File: src/rtl/ps2_pkg.sv
// Shared PS/2 definitions: host-transmit FSM encoding, command/reply codes
// and the odd-parity helper used by both the transmit and receive sides.
package ps2_pkg;

   typedef enum logic [2:0] {
      ST_IDLE,
      ST_INHIBIT,
      ST_REQ,
      ST_SEND,
      ST_ACK,
      ST_WAIT_IDLE
   } ps2_state_e;

   localparam logic [7:0] CMD_SET_LEDS = 8'hED;
   localparam logic [7:0] CMD_ENABLE   = 8'hF4;
   localparam logic [7:0] CMD_RESET    = 8'hFF;
   localparam logic [7:0] RSP_ACK      = 8'hFA;
   localparam logic [7:0] RSP_RESEND   = 8'hFE;

   // Index of the last clock fall that belongs to the frame (the stop bit).
   localparam logic [3:0] FRAME_LAST_FALL = 4'd10;

   function automatic logic odd_parity(input logic [7:0] data);
      return ~^data;
   endfunction

endpackage

File: src/rtl/ps2_sync.sv
// Two-flop synchronizer for the PS/2 clock and data pads, plus a third clock
// flop so a falling edge of the synchronized clock can be detected.
module ps2_sync (
   input  logic clock,
   input  logic reset,
   input  logic io_ps2_clk,
   input  logic io_ps2_data,
   output logic clk_sync,
   output logic data_sync,
   output logic clk_fall
);

   logic clk_meta_q, clk_sync_q, clk_prev_q;
   logic data_meta_q, data_sync_q;
   logic clk_meta_d, clk_sync_d, clk_prev_d;
   logic data_meta_d, data_sync_d;

   always_comb begin
      clk_meta_d  = io_ps2_clk;
      clk_sync_d  = clk_meta_q;
      clk_prev_d  = clk_sync_q;
      data_meta_d = io_ps2_data;
      data_sync_d = data_meta_q;
   end

   // NOTE: flops reset to 1 (idle bus level) so leaving reset never fakes a fall.
   always_ff @(posedge clock or posedge reset) begin
      if (reset) begin
         clk_meta_q  <= 1'b1;
         clk_sync_q  <= 1'b1;
         clk_prev_q  <= 1'b1;
         data_meta_q <= 1'b1;
         data_sync_q <= 1'b1;
      end else begin
         clk_meta_q  <= clk_meta_d;
         clk_sync_q  <= clk_sync_d;
         clk_prev_q  <= clk_prev_d;
         data_meta_q <= data_meta_d;
         data_sync_q <= data_sync_d;
      end
   end

   assign clk_sync  = clk_sync_q;
   assign data_sync = data_sync_q;
   assign clk_fall  = clk_prev_q & ~clk_sync_q;

endmodule

File: src/rtl/ps2_host_tx.sv
// Host-to-device PS/2 transmitter: inhibit, request-to-send, shift one byte
// with odd parity and stop on device clock falls, then check the device ACK.
module ps2_host_tx
   import ps2_pkg::*;
#(
   parameter int INHIBIT_CYCLES = 5000,
   parameter int TIMEOUT_CYCLES = 750000
) (
   input  logic       clock,
   input  logic       reset,
   input  logic       io_ps2_clk,
   input  logic       io_ps2_data,
   output logic       ps2_clk_oe,
   output logic       ps2_data_oe,
   input  logic       tx_valid,
   input  logic [7:0] tx_data,
   output logic       tx_ready,
   output logic       tx_done,
   output logic       tx_err
);

   localparam int IW = $clog2(INHIBIT_CYCLES);
   localparam int TW = $clog2(TIMEOUT_CYCLES);
   localparam logic [IW-1:0] INH_LAST = IW'(INHIBIT_CYCLES - 1);
   localparam logic [TW-1:0] TO_LAST  = TW'(TIMEOUT_CYCLES - 1);

   logic clk_sync, data_sync, clk_fall;

   ps2_sync u_sync (
      .clock       (clock),
      .reset       (reset),
      .io_ps2_clk  (io_ps2_clk),
      .io_ps2_data (io_ps2_data),
      .clk_sync    (clk_sync),
      .data_sync   (data_sync),
      .clk_fall    (clk_fall)
   );

   ps2_state_e    state_q, state_d;
   logic [IW-1:0] inh_cnt_q, inh_cnt_d;
   logic [TW-1:0] to_cnt_q, to_cnt_d;
   logic [9:0]    shift_q, shift_d;
   logic [3:0]    bit_idx_q, bit_idx_d;
   logic          clk_oe_q, clk_oe_d;
   logic          data_oe_q, data_oe_d;
   logic          ready_q, ready_d;
   logic          done_q, done_d;
   logic          err_q, err_d;

   always_comb begin
      state_d   = state_q;
      inh_cnt_d = inh_cnt_q;
      to_cnt_d  = to_cnt_q;
      shift_d   = shift_q;
      bit_idx_d = bit_idx_q;
      clk_oe_d  = clk_oe_q;
      data_oe_d = data_oe_q;
      ready_d   = ready_q;
      done_d    = 1'b0;
      err_d     = 1'b0;

      unique case (state_q)
         ST_IDLE: begin
            clk_oe_d  = 1'b0;
            data_oe_d = 1'b0;
            ready_d   = 1'b1;
            if (tx_valid && ready_q) begin
               shift_d   = {1'b1, odd_parity(tx_data), tx_data};
               bit_idx_d = '0;
               inh_cnt_d = '0;
               clk_oe_d  = 1'b1;
               ready_d   = 1'b0;
               state_d   = ST_INHIBIT;
            end
         end

         ST_INHIBIT: begin
            if (inh_cnt_q == INH_LAST) begin
               data_oe_d = 1'b1;
               state_d   = ST_REQ;
            end else begin
               inh_cnt_d = inh_cnt_q + 1'b1;
            end
         end

         ST_REQ: begin
            clk_oe_d = 1'b0;
            to_cnt_d = '0;
            state_d  = ST_SEND;
         end

         ST_SEND, ST_ACK, ST_WAIT_IDLE: begin
            // The timeout wins even if a clock fall arrives in the same cycle.
            if (to_cnt_q == TO_LAST) begin
               clk_oe_d  = 1'b0;
               data_oe_d = 1'b0;
               err_d     = 1'b1;
               state_d   = ST_IDLE;
            end else begin
               to_cnt_d = to_cnt_q + 1'b1;
               if (state_q == ST_SEND) begin
                  if (clk_fall) begin
                     data_oe_d = ~shift_q[0];
                     shift_d   = {1'b0, shift_q[9:1]};
                     bit_idx_d = bit_idx_q + 1'b1;
                     if (bit_idx_q == FRAME_LAST_FALL - 4'd1) begin
                        state_d = ST_ACK;
                     end
                  end
               end else if (state_q == ST_ACK) begin
                  data_oe_d = 1'b0;
                  if (clk_fall) begin
                     if (!data_sync) begin
                        state_d = ST_WAIT_IDLE;
                     end else begin
                        err_d   = 1'b1;
                        state_d = ST_IDLE;
                     end
                  end
               end else if (clk_sync && data_sync) begin
                  done_d  = 1'b1;
                  state_d = ST_IDLE;
               end
            end
         end

         default: begin
            clk_oe_d  = 1'b0;
            data_oe_d = 1'b0;
            state_d   = ST_IDLE;
         end
      endcase
   end

   always_ff @(posedge clock or posedge reset) begin
      if (reset) begin
         state_q   <= ST_IDLE;
         inh_cnt_q <= '0;
         to_cnt_q  <= '0;
         shift_q   <= '0;
         bit_idx_q <= '0;
         clk_oe_q  <= 1'b0;
         data_oe_q <= 1'b0;
         ready_q   <= 1'b1;
         done_q    <= 1'b0;
         err_q     <= 1'b0;
      end else begin
         state_q   <= state_d;
         inh_cnt_q <= inh_cnt_d;
         to_cnt_q  <= to_cnt_d;
         shift_q   <= shift_d;
         bit_idx_q <= bit_idx_d;
         clk_oe_q  <= clk_oe_d;
         data_oe_q <= data_oe_d;
         ready_q   <= ready_d;
         done_q    <= done_d;
         err_q     <= err_d;
      end
   end

   assign ps2_clk_oe  = clk_oe_q;
   assign ps2_data_oe = data_oe_q;
   assign tx_ready    = ready_q;
   assign tx_done     = done_q;
   assign tx_err      = err_q;

endmodule

File: config.mk
export PLATFORM = sky130hd
export DESIGN_NAME = ps2_host_tx
export DESIGN_NICKNAME = d
export VERILOG_FILES = /design/src/rtl/ps2_pkg.sv /design/src/rtl/ps2_sync.sv /design/src/rtl/ps2_host_tx.sv
export SDC_FILE = /design/constraint.sdc
export NUM_CORES = 1
export LEC_CHECK = 0
export BUFFER_PORTS_ARGS = -buffer_cell sky130_fd_sc_hd__clkbuf_2
export CAP_MARGIN = 20
export CORE_MARGIN = 5
export CORE_UTILIZATION = 61
export DETAILED_ROUTE_END_ITERATION = 10
export GPL_ROUTABILITY_DRIVEN = 0
export PLACE_DENSITY = 0.8
export SYNTH_ARGS = -nofsm -noshare
export SYNTH_HDL_FRONTEND = slang
export SYNTH_SLANG_ARGS = --single-unit
File: constraint.sdc
create_clock -name clock -period 2.8 [get_ports clock]
set_clock_uncertainty 0.05 [all_clocks]
set_input_delay 0.56 -clock clock [delete_from_list [all_inputs] [get_ports clock]]
set_output_delay 0.56 -clock clock [all_outputs]
set_load 0.005 [all_outputs]
==> run metrics, run 1 <==
status complete, no violations; Leak Pwr between 1 and 1.5 nW; PostCTS Resize Cnt 0; RR Endpoint shift_q[8]; post-synthesis average cell area 10.03 um2; Die Ht 82.32 um; Seq/Total Area, Yosys 47.29%; post-route ant nets 0; # nets final 362; Hold WS 221.5 ps; FF-to-FF setup slack about 420 ps; Area Growth Syn to Fin 11.37%; adder-cell share of the synthesized area 1.569%; Compound-Gate Fraction of Synth Area between 10% and 20%; achievable frequency 420.5 MHz; Worst-Margin Slew 386.9 ps; setup TNS 0 ps; Reg2Reg Depth 6; Crit Path Max Fanout 10; Row Count 26; critical path startpoint category flip-flop; drt total wl about 6900 um; Final Max Tran Viols 0; initial antenna violation count 0; first-pass GRT wire length 12090 um; end of the critical path shift_q[8]; Worst path top cell family by delay simple AND/OR/NAND/NOR gates; Setup CP Type flip-flop to flip-flop; Overflow after GRT 0; WP depth 6; Worst setup startpoint to_cnt_q[9]; via count ~2600; multi-input logic area 0.001563 mm2; Netlist cell types 56; critical path cell sequence or4b_4 -> nor4_4 -> buf_4 -> a211o_1 -> nand2_4 -> mux2_4; ant diodes 0; vias in the first global route 2555; commonest non-fill, non-tap cell in the layout dfrtp_1; cell taking the most area after synthesis dfrtp_1; MaxCap Viol Count 0; WP buf/inv 1; clk root buf clkbuf_8; CTS tree built; critical path endpoint category flip-flop; Required @ worst endpoint 2970 ps; CP max stage cell or4b_4; First-pass DRT Iterations 5; worst vdd ir between 0.0004 and 0.0005 V; Avg Vias per Cell 6.074; Synth Cell Area 0.003191 mm2; cells taking the most area after synthesis dfrtp_1, dfstp_2, xnor2_1; hpwl dp 4732 um; RSZ-0062 raised after global routing no; average wire per standard cell 16.44 um; mux cell area share after synthesis 1.176%; Fin. Hold Viols 0; PwrDens ~800 mW/mm2; Core ar. 0.005107 mm2; die area slightly below 0.007 mm2; Post-Synthesis Net Count 335; Initial Util 62.47%; fillers 409; DRC Markers 0; hold_buf cts 0; FF+latch count, synth 60; Setup violations, final 0; DRT iter0 DRCs 294; Final min period 2378 ps; Most used DFF post-synth dfrtp_1; Clock Pin Slew Worst Setup and Hold Paths around 70 ps; CTS Sinks 60; post-synthesis xor/xnor area fraction 5.216%; Slew headroom 73.84%; largest family of logic cells by synthesized area simple AND/OR/NAND/NOR gates; worst-skew pair later-pin latency 340 ps; post-synth top area share between 40% and 50%; register area 0.001509 mm2; H-tree depth 3; YS warnings 0; Final Cycle Share 84.93%; Die Wd 82.32 um; fin util 69.57%; worst reg2reg startpoint to_cnt_q[9]; Global Route Usage Sum between 20% and 30%; Post-CTS Setup Inserts 0; Cells after Synth 318; port bufs 17; CTS max path bufs 2; Worst path max stage delay 570 ps; Post-Synth Simple-Gate Area a little under a quarter; I/O Pins 18; commonest cells after routing, fill and taps aside dfrtp_1, nor2_1, nand2_1, clkbuf_2; Total Power 0.002844 W; Num CTS Buffers 9; pin count of the biggest net entering global routing 32; Post-synth EDFFs 0; Critical Path AT about 2600 ps; Hold Path Class primary input to asynchronous set/reset pin; post-synthesis async set-or-reset flop share 100.0%; layout cell share with drive strength beyond 1 between 10% and 20%
cell families after synthesis:
group,Yosys count
and+or+nand+nor,125
AOI/OAI and AO/OA,85
DFF,60
buffers and inverters,22
xor gates and xnor gates,19
adders and majority gates,4
muxes,3
sequential cells by signal, indices dropped and copies added (netlist names), 3 cells and up:
name / flops
inh_cnt_q: 13
to_cnt_q: 20
shift_q: 10
state_q: 3
bit_idx_q: 4
stage by stage:
step	area (um2)	setup slack [ps]	instances
3_5_place_dp	3368	450.6	404
2_1_floorplan	3191	609.8	318
4_1_cts	3553	434.5	420
5_1_grt	3553	309.4	420
6_report	3553	422.0	420
3_3_place_gp	3368	499.7	404
area by class of cell:
type,instances,area share (%)
Multi-Input combinational cell,236,43.98
Sequential cell,60,42.46
Timing Repair Buffer,29,4.930
Clock buffer,12,3.803
Tap cell,70,2.465
Clock inverter,4,1.408
Inverter,9,0.9507
where the power goes:
| part | leakage (nW) | internal, W | total (W) | switching (W) |
|---|---|---|---|---|
| clock | 0.0866 | 0.000410 | 0.000750 | 0.000340 |
| combinational | 0.605 | 0.000375 | 0.000875 | 0.000500 |
| sequential | 0.774 | 0.00104 | 0.00122 | 0.000176 |
| total | 1.47 | 0.00183 | 0.00284 | 0.00102 |
how the worst min path moves through the flow:
stage	start	endpoint
finish	reset	bit_idx_q[1]
global route	io_ps2_data	u_sync.data_meta_q
CTS	reset	inh_cnt_q[6]
detailed placement	u_sync.clk_meta_q	u_sync.clk_sync
global placement	u_sync.data_meta_q	u_sync.data_sync
floorplan	u_sync.clk_meta_q	u_sync.clk_sync
synthesized netlist by cell type, drive strengths merged (4+ instances only):
cell / instances
xor2: 8
a21oi: 16
or4: 8
buf: 7
xnor2: 11
dfstp: 6
ha: 4
and3: 7
dfrtp: 54
nand2b: 5
nor3: 6
inv: 9
nand3: 16
o31ai: 9
o21a: 10
clkbuf: 6
o211ai: 5
o21ai: 21
nor2: 19
o22a: 9
or3: 9
nand2: 21
nand4: 14
worst min-delay path: stages:
cell      delay [ps]
clkbuf_2          80
inv_2             40
buf_4            330
metal layers:
metal  up-vias  global-route usage [%]  share of wire, %
li1       1244                       -                 -
met1      1233                   30.16                45
met2        63                   38.22                49
met3        11                   6.291               4.1
met4         0                   9.635               1.9
met5         -                       0                 0
No activity file was read; power rests on OpenSTA's default activity.
==> run 2, diff against run 1 <==
==> constraint.sdc (replaced) <==
create_clock -name clock -period 2.2 [get_ports clock]
set_clock_uncertainty 0.05 [all_clocks]
set_input_delay 0.44 -clock clock [delete_from_list [all_inputs] [get_ports clock]]
set_output_delay 0.44 -clock clock [all_outputs]
set_load 0.005 [all_outputs]
==> run 2 against run 1 <==
  * Global-route usage increased by 0.36 points
  * Sequential power grew 23%
  * Sequential cell count stayed put
  * Via count increased by 5.4%
  * Clock power up 19%
  * Final cell count grew 6.7%
  * Sequential share of layout area decreased by 2.7 points
  * Register-to-register slack worse by 390 ps
  * Combinational power grew 55%
  * Maximum frequency is 9.7% higher
  * Power rose by 32%
==> run metrics, run 2 (synthesized netlist as in run 1, its figures left out) <==
status complete, no violations; DRC Markers 0 (unchanged); ant diodes 0 (unchanged); DRT iter0 DRCs 191 (-35%); commonest cells after routing, fill and taps aside dfrtp_1, buf_4, nor2_1, nand2_1, clkbuf_2; CTS max path bufs 2 (unchanged); worst vdd ir 0.0006729 V (+48%); critical path startpoint category flip-flop; Crit Path Max Fanout 4 (-6); Worst path max stage delay 560 ps (about the same); Top reg by flops to_cnt_q; CTS Sinks 60 (unchanged); Initial Util 62.47% (unchanged); # nets final 390 (+7.7%); Clock Pin Slew Worst Setup and Hold Paths 70 ps (about the same); achievable frequency 461.4 MHz (+9.7%); Clk pwr share 23.7% (-2.7 points); Final min period 2167 ps (-210.7 ps); Final Cycle Share 98.52% (+14 points); port bufs 17 (unchanged); CTS tree built; worst reg2reg startpoint to_cnt_q[9]; Reg power frac 40.0% (-2.9 points); critical path cell sequence or4b_4 -> or4b_4 -> o21ai_4 -> a21oi_1 -> mux2_2; Leak Pwr 1.620 nW (+11%); sw power 0.001346 W (+32%); Required @ worst endpoint 2380 ps (-590 ps); CP max stage cell or4b_4; H-tree depth 3 (unchanged); Final Max Tran Viols 0 (unchanged); commonest non-fill, non-tap cell in the layout dfrtp_1; Worst setup startpoint to_cnt_q[9]; largest registers to_cnt_q: 20 flops, inh_cnt_q: 13 flops, shift_q: 10 flops; combinational group share of total power 36.2% (+5.4 points); CP dominant cell by count or4b_4; switching portion of total power 35.92% (+0.19 points); vias in the first global route 2613 (+2.3%); via count 2688 (+5.4%); Internal Power 0.002402 W (+31%); Overflow after GRT 0 (unchanged); worst-skew pair later-pin latency 340 ps (about the same); die area 0.006777 mm2 (unchanged); post-route ant nets 0 (unchanged); layout cell share with drive strength beyond 1 24.60% (+6.9 points); Setup violations, final 0 (unchanged); hpwl dp 4954 um (+4.7%); DP Worst Slack -14.11 ps (-464.7 ps); Global Route Usage Sum 24.04% (+0.36 points); first-pass GRT wire length 12220 um (+1.1%); Core ar. 0.005107 mm2 (unchanged); MaxCap Viol Count 0 (unchanged); clk root buf clkbuf_8; Avg Vias per Cell 6.000 (-1.2%); fillers 392 (-4.2%); setup TNS 0 ps (unchanged); final worst slack 32.65 ps (-389.3 ps); max reg flops 20 (unchanged); pin count of the biggest net entering global routing 61 (+91%); Hold Path Class primary input to asynchronous set/reset pin; Row Count 26 (unchanged); average wire per standard cell 16.21 um (-1.4%); Worst-Margin Slew 424.3 ps (+37.43 ps); Die Ht 82.32 um (unchanged); initial antenna violation count 0 (unchanged); Setup CP Type flip-flop to flip-flop; Critical Path AT 2350 ps (-200 ps); PwrDens 988.3 mW/mm2 (+23%); Area Growth Syn to Fin 18.86%; critical path endpoint category flip-flop; Num CTS Buffers 9 (unchanged); Slew headroom 71.31% (-2.5 points); Die Wd 82.32 um (unchanged); Fin. Hold Viols 0 (unchanged); First-pass DRT Iterations 5 (unchanged); drt total wl 7262 um (+5.2%); RSZ-0062 raised after global routing yes; I/O Pins 18 (unchanged)
[run 2: worst paths after layout]
kind                                      end  slack [ps]  cells past startpoint
setup / recovery                   state_q[0]          30                      5
hold / removal                   to_cnt_q[11]          70                      3
hold reg to reg               u_sync.clk_sync         310                      0
min in group clock         u_sync.data_meta_q         130                      1
setup reg to reg                   state_q[0]          30                      5
max in group asynchronous   u_sync.clk_prev_q        1690                      3
[run 2: area by class of cell]
cell class / count / area, um2 / area share, %
Clock buffer: 14 / 162.7 / 4.289
Multi-Input combinational cell: 236 / 1584 / 41.77
Inverter: 9 / 33.78 / 0.8908
Clock inverter: 2 / 10.01 / 0.2639
Tap cell: 70 / 87.58 / 2.309
Timing Repair Buffer: 57 / 405.4 / 10.69
Sequential cell: 60 / 1509 / 39.79
[run 2: through the flow]
stage | cell area (um2) | hold WS (ps) | total power, W | instances | utilization (%)
after CTS | 3745 | 88.17 | 0.003709 | 445 | 73.32
after global routing | 3792 | 100.0 | 0.003961 | 448 | 74.25
after global placement | 3568 | 296.3 | 0.002755 | 429 | 69.87
after detailed placement | 3568 | 297.9 | 0.002804 | 429 | 69.87
after floorplan | 3191 | 295.2 | 0.002373 | 318 | -
final | 3792 | 69.76 | 0.003748 | 448 | 74.25
[run 2: power by group through the flow]
stage | Sequential [W] | Combinational [W] | Clock [W]
detailed placement | 0.00151 | 0.00130 | 0
global route | 0.00153 | 0.00149 | 0.000943
CTS | 0.00150 | 0.00131 | 0.000898
floorplan | 0.00147 | 0.000903 | 0
global placement | 0.00151 | 0.00125 | 0
finish | 0.00150 | 0.00136 | 0.000890
[run 2: per-layer routing]
layer,track usage (%),up-vias,wire length (um)
li1,-,1302,-
met1,31.05,1290,3133
met2,38.38,74,3615
met3,4.555,22,327
met4,12.46,0,184
met5,0,-,0
[run 2: critical path, delay by kind of cell, from the launching register on]
kind,cells,cell delay [ps]
flops,1,370
compound gates,2,250
mux,1,270
simple gates,2,1110
[run 2: timing repair]
item,4_1_cts,5_1_grt
hold buffers,0,0
gates resized for setup,1,7
endpoints found under the hold margin,0,0
buffers inserted,0,3
pin swaps,1,2
setup endpoints to repair,3,13
